File: config.mk
export PLATFORM = sky130hd
export DESIGN_NAME = gate_power_monitor
export DESIGN_NICKNAME = d
export VERILOG_FILES = /design/src/rtl/gate_power_monitor.sv
export SDC_FILE = /design/constraint.sdc
export NUM_CORES = 1
export LEC_CHECK = 0
export ABC_AREA = 1
export ABC_CLOCK_PERIOD_IN_PS = 2100
export CORE_ASPECT_RATIO = 1.5
export CORE_MARGIN = 2
export CORE_UTILIZATION = 30
export CTS_CLUSTER_DIAMETER = 120
export DETAILED_ROUTE_END_ITERATION = 8
export MAX_ROUTING_LAYER = met4
export PLACE_DENSITY = 0.56
export SETUP_SLACK_MARGIN = 0.02
export SYNTH_ARGS = -nofsm -noshare
export SYNTH_HDL_FRONTEND = slang
export SYNTH_SLANG_ARGS = --single-unit
export TNS_END_PERCENT = 50
File: constraint.sdc
create_clock -name clk -period 2.1 [get_ports clk]
set_clock_uncertainty 0.15 [all_clocks]
set_input_delay 0.21 -clock clk [delete_from_list [all_inputs] [get_ports clk]]
set_output_delay 0.21 -clock clk [all_outputs]
set_load 0.02 [all_outputs]
File: src/rtl/gate_power_monitor.sv
// -----------------------------------------------------------------------------
// gate_power_monitor
//
// Purpose:
//   Clocked stage placed directly after a library gate model. It samples the
//   gate output through a two-flop synchronizer and counts transitions over a
//   programmable window of clk cycles. Each transition costs
//   E_TOGGLE = VDD_V^2 * CAP_PF picojoules. Both accumulators saturate at
//   all-ones. A valid/ready handshake presents the finished result.
//
// Ports:
//   clk           in   1         single clock, all state on posedge
//   reset_L       in   1         synchronous, active-low reset
//   gate_q        in   1         monitored gate output, asynchronous to clk
//   start         in   1         begin a measurement (IDLE only)
//   abort         in   1         cancel a measurement (ARM/MEASURE only)
//   window_len    in   WIN_W     MEASURE cycles, latched when start accepted
//   busy          out  1         high in ARM or MEASURE
//   toggle_count  out  CNT_W     transitions in current/last window
//   energy_pj     out  ENERGY_W  accumulated energy in pJ
//   saturated     out  1         an accumulator clipped during this window
//   result_valid  out  1         result available (REPORT)
//   result_ready  in   1         consumer accepts the result
// -----------------------------------------------------------------------------
module gate_power_monitor #(
  parameter int VDD_V    = 10,
  parameter int CAP_PF   = 50,
  parameter int CNT_W    = 16,
  parameter int ENERGY_W = 32,
  parameter int WIN_W    = 16
) (
  input  logic                clk,
  input  logic                reset_L,
  input  logic                gate_q,
  input  logic                start,
  input  logic                abort,
  input  logic [WIN_W-1:0]    window_len,
  output logic                busy,
  output logic [CNT_W-1:0]    toggle_count,
  output logic [ENERGY_W-1:0] energy_pj,
  output logic                saturated,
  output logic                result_valid,
  input  logic                result_ready
);

  // Energy per transition, computed wide so the range check below is exact.
  localparam logic [63:0] E_TOGGLE_WIDE = 64'(VDD_V) * 64'(VDD_V) * 64'(CAP_PF);
  localparam logic [ENERGY_W-1:0] E_TOGGLE = E_TOGGLE_WIDE[ENERGY_W-1:0];
  // Largest energy value that can still absorb one more transition unclipped.
  localparam logic [ENERGY_W-1:0] ENERGY_HEADROOM = {ENERGY_W{1'b1}} - E_TOGGLE;

  generate
    if ((ENERGY_W < 64) && ((E_TOGGLE_WIDE >> ENERGY_W) != 64'd0)) begin : g_energy_check
      $error("gate_power_monitor: VDD_V^2*CAP_PF does not fit in ENERGY_W bits");
    end
  endgenerate

  typedef enum logic [1:0] {
    IDLE    = 2'd0,
    ARM     = 2'd1,
    MEASURE = 2'd2,
    REPORT  = 2'd3
  } state_t;

  state_t              state_reg, state_next;
  logic [WIN_W-1:0]    remaining_reg, remaining_next;
  logic [CNT_W-1:0]    count_reg, count_next;
  logic [ENERGY_W-1:0] energy_reg, energy_next;
  logic                sat_reg, sat_next;

  // sync_reg[0] is the metastability-catching stage, sync_reg[1] the
  // stable sample. prev_reg holds the previous stable sample.
  logic [1:0]          sync_reg;
  logic                prev_reg;
  logic                toggle;

  assign toggle = sync_reg[1] ^ prev_reg;

  // Synchronizer and edge-detect history run in every state. prev_reg
  // tracking sync_reg[1] continuously gives the same result as reloading it
  // in ARM, so the first MEASURE cycle never sees a stale edge.
  always_ff @(posedge clk) begin
    if (!reset_L) begin
      sync_reg <= 2'b00;
      prev_reg <= 1'b0;
    end else begin
      sync_reg <= {sync_reg[0], gate_q};
      prev_reg <= sync_reg[1];
    end
  end

  always_comb begin
    state_next     = state_reg;
    remaining_next = remaining_reg;
    count_next     = count_reg;
    energy_next    = energy_reg;
    sat_next       = sat_reg;

    case (state_reg)
      IDLE: begin
        // A zero-length window is not a measurement; ignore it.
        if (start && (window_len != '0)) begin
          state_next     = ARM;
          remaining_next = window_len;
        end
      end

      ARM: begin
        count_next  = '0;
        energy_next = '0;
        sat_next    = 1'b0;
        state_next  = abort ? IDLE : MEASURE;
      end

      MEASURE: begin
        remaining_next = remaining_reg - WIN_W'(1);
        if (toggle) begin
          if (count_reg == {CNT_W{1'b1}}) begin
            sat_next = 1'b1;
          end else begin
            count_next = count_reg + CNT_W'(1);
          end
          if (energy_reg > ENERGY_HEADROOM) begin
            energy_next = {ENERGY_W{1'b1}};
            sat_next    = 1'b1;
          end else begin
            energy_next = energy_reg + E_TOGGLE;
          end
        end
        // Abort beats window completion: an aborted window never reports.
        if (abort) begin
          state_next = IDLE;
        end else if (remaining_reg == WIN_W'(1)) begin
          state_next = REPORT;
        end
      end

      REPORT: begin
        if (result_ready) begin
          state_next = IDLE;
        end
      end

      default: begin
        state_next = IDLE;
      end
    endcase
  end

  always_ff @(posedge clk) begin
    if (!reset_L) begin
      state_reg     <= IDLE;
      remaining_reg <= '0;
      count_reg     <= '0;
      energy_reg    <= '0;
      sat_reg       <= 1'b0;
    end else begin
      state_reg     <= state_next;
      remaining_reg <= remaining_next;
      count_reg     <= count_next;
      energy_reg    <= energy_next;
      sat_reg       <= sat_next;
    end
  end

  assign busy         = (state_reg == ARM) || (state_reg == MEASURE);
  assign result_valid = (state_reg == REPORT);
  assign toggle_count = count_reg;
  assign energy_pj    = energy_reg;
  assign saturated    = sat_reg;

endmodule
==> summary.txt <==
GR Util met1 = 20.3%
chip width = 105 µm
diode count = 0
max-slew violation count = 0
met2 usage = 33.0%
Cell Int Power = 2410 µW
Core Rows = 55
TritonCTS clock tree = done
most frequent cell after synthesis = nand2_1
Clk pin slew, worst setup/hold paths = 0.05 ns
hold_buf cts = 0
max-cap viol count = 0
RSZ-0062 raised after global routing = yes
Worst Hold Class = in -> reg
drt via density = 4.70
Cell variety after synth = 40
first-pass GRT wire length = 23,300 µm
Starting DRT DRC Count = 187
largest net degree at the start of global routing = 30
CP arrival = 1.53 ns
clk sinks = 68
initial core utilization = 30.7%
YS warnings = 0
max reg flops = 30
Comb power frac = 15.1%
final instance area = 6090 µm²
Area Overhead vs Synth = 31.8%
sw power = 896 µW
gate count of the mapped netlist = 762
DRC = 0
crit end category = output port
CP Max Fanout = 4
vias in the first global route = 4,772
final setup vio count = 0
number of flops mapped to enable cells by yosys = 0
Port-buffer cells = 72
pre-CTS WS = 0.125 ns
Clk Latency, worst-skew pair = 0.33 ns
sequential cell area fraction in the yosys report = 29.5%
DP Cell Count = 1,056
via count = 5,039
top cells by area, synth = dfxtp_1, nand2_1, nand3_1
WL final = 14,500 µm
clk root buf = clkbuf_16
Overflow after GRT = 0
Setup Buffers After CTS = 0
clock buffer depth = 2
Total Nets Final = 898
Fin Setup TNS = 0 ns
drt wl/cell = 13.5 µm
Mapped Avg Cell Area = 6.07 µm²
DP Wirelength = 11,100 µm
Tot GR Track Use = 18.3%
synthesized flop and latch total = 68
final worst slack = 0.210 ns
power per cell area = 543 nW/µm²
static leakage = 0.00254 µW
Switching Fraction = 27.1%
placed cell areas = 5800 µm²
Clk network pwr share = 43.8%
Worst-Margin Slew = 0.482 ns
Critical Path RT = 1.74 ns
Hold Fails Final Rpt = 0
CTS buffer count = 9
io pins = 73
synth cell count leaders = nand2_1, nor2_1, inv_1
CORE AREA = 15,100 µm²
first drt pass iteration count = 4
asr flop ratio synth = 0%
GP Congestion = 0.917
top-area cell type share of the netlist area = 29.5%
status = finished, final reports clean
antenna-violating nets left = 0
Final min period = 1.89 ns
fin crit share = 90.0%
Slew HR = 67.6%
CP startpoint kind = flip-flop
global route hottest layer = met2
layout cell share with drive strength beyond 1 = 10.4%
Finished Layout Cells = 1,072
mapped cell area = 4620 µm²
Main synth FF type = dfxtp_1
maximum clock frequency = 529 MHz
H-tree depth = 3
Die Ht = 156 µm
worst vdd ir = 0.296 mV
Layout Utilization = 40.4%
initial antenna violation count = 0
Die Area = 16,400 µm²
sequential power share = 41.0%
Synthesized Nets = 792
met3 GRT Util = 3.05%
cts repair resizes = 0
CP Class = reg -> out
Synth area leader = dfxtp_1
-- cell type report --
class | count | area (µm²)
clock buffer | 15 | 278
clock inverter | 1 | 5.00
fill | 1643 | 8980
inverter | 91 | 343
multi-input combinational | 579 | 2780
sequential | 68 | 1360
tap | 199 | 249
timing repair buffer | 119 | 1080
-- power groups by stage --
| stage | logic [µW] | registers, µW | clock network [µW] |
|---|---|---|---|
| 6_report | 500 | 1360 | 1450 |
| 3_5_place_dp | 503 | 1390 | 0 |
| 2_1_floorplan | 322 | 1380 | 0 |
| 3_3_place_gp | 504 | 1390 | 0 |
| 4_1_cts | 506 | 1360 | 1490 |
| 5_1_grt | 561 | 1360 | 1560 |
-- metal layers --
layer  up-vias  wire [µm]
met5         -          0
met4         0        346
met3        24        398
met2        86       7530
met1      2280       6180
li1       2649          -
-- critical path: stages, from the launching register on --
cell             delay (ns)
dfxtp_1                0.37
ha_1                   0.21
clkdlybuf4s50_1        0.61
-- cells in the final DEF, fill, tap and decap left out, types with 2 or more instances in the layout --
cell type          n
nand2_1          241
nor2_1            95
inv_1             89
nand3_1           72
clkdlybuf4s50_1   71
dfxtp_1           68
buf_4             47
a21oi_1           41
o21ai_0           34
nand4_1           14
nor3_1            12
xor2_1             9
clkbuf_16          9
nand3b_1           8
ha_1               8
nand2_2            7
a31oi_1            5
o211ai_1           4
a21oi_2            4
nand3_2            4
nor2_2             3
clkbuf_8           3
clkbuf_1           3
nand2_4            2
xnor2_1            2
or2_2              2
clkinv_2           2
-- metrics by stage --
stage	total power [µW]	hold slack (ns)
4_1_cts	3360	0.262
3_5_place_dp	1890	0.266
6_report	3310	0.266
5_1_grt	3480	0.278
2_1_floorplan	1700	0.158
3_3_place_gp	1890	0.256
-- path summary, 6_finish.rpt --
| path | from | to | slack [ns] | cells past startpoint |
|---|---|---|---|---|
| max | state_reg[1] | result_valid | 0.21 | 2 |
| min | gate_q | sync_reg[0] | 0.27 | 3 |
| max reg2reg | state_reg[0] | energy_pj[23] | 0.23 | 9 |
| min reg2reg | sync_reg[1] | prev_reg | 0.28 | 2 |
-- kinds of logic after synthesis --
group	Yosys count	synth area share (%)
AND/OR/NAND/NOR	466	44.0
buffers and inverters	115	10.6
AO/OA/AOI/OAI	93	11.5
flip-flops	68	29.5
XOR/XNOR	11	2.08
adder cells (fa/ha/maj)	8	2.17
multiplexers	1	0.217
No activity file was read; power rests on OpenSTA's default activity.
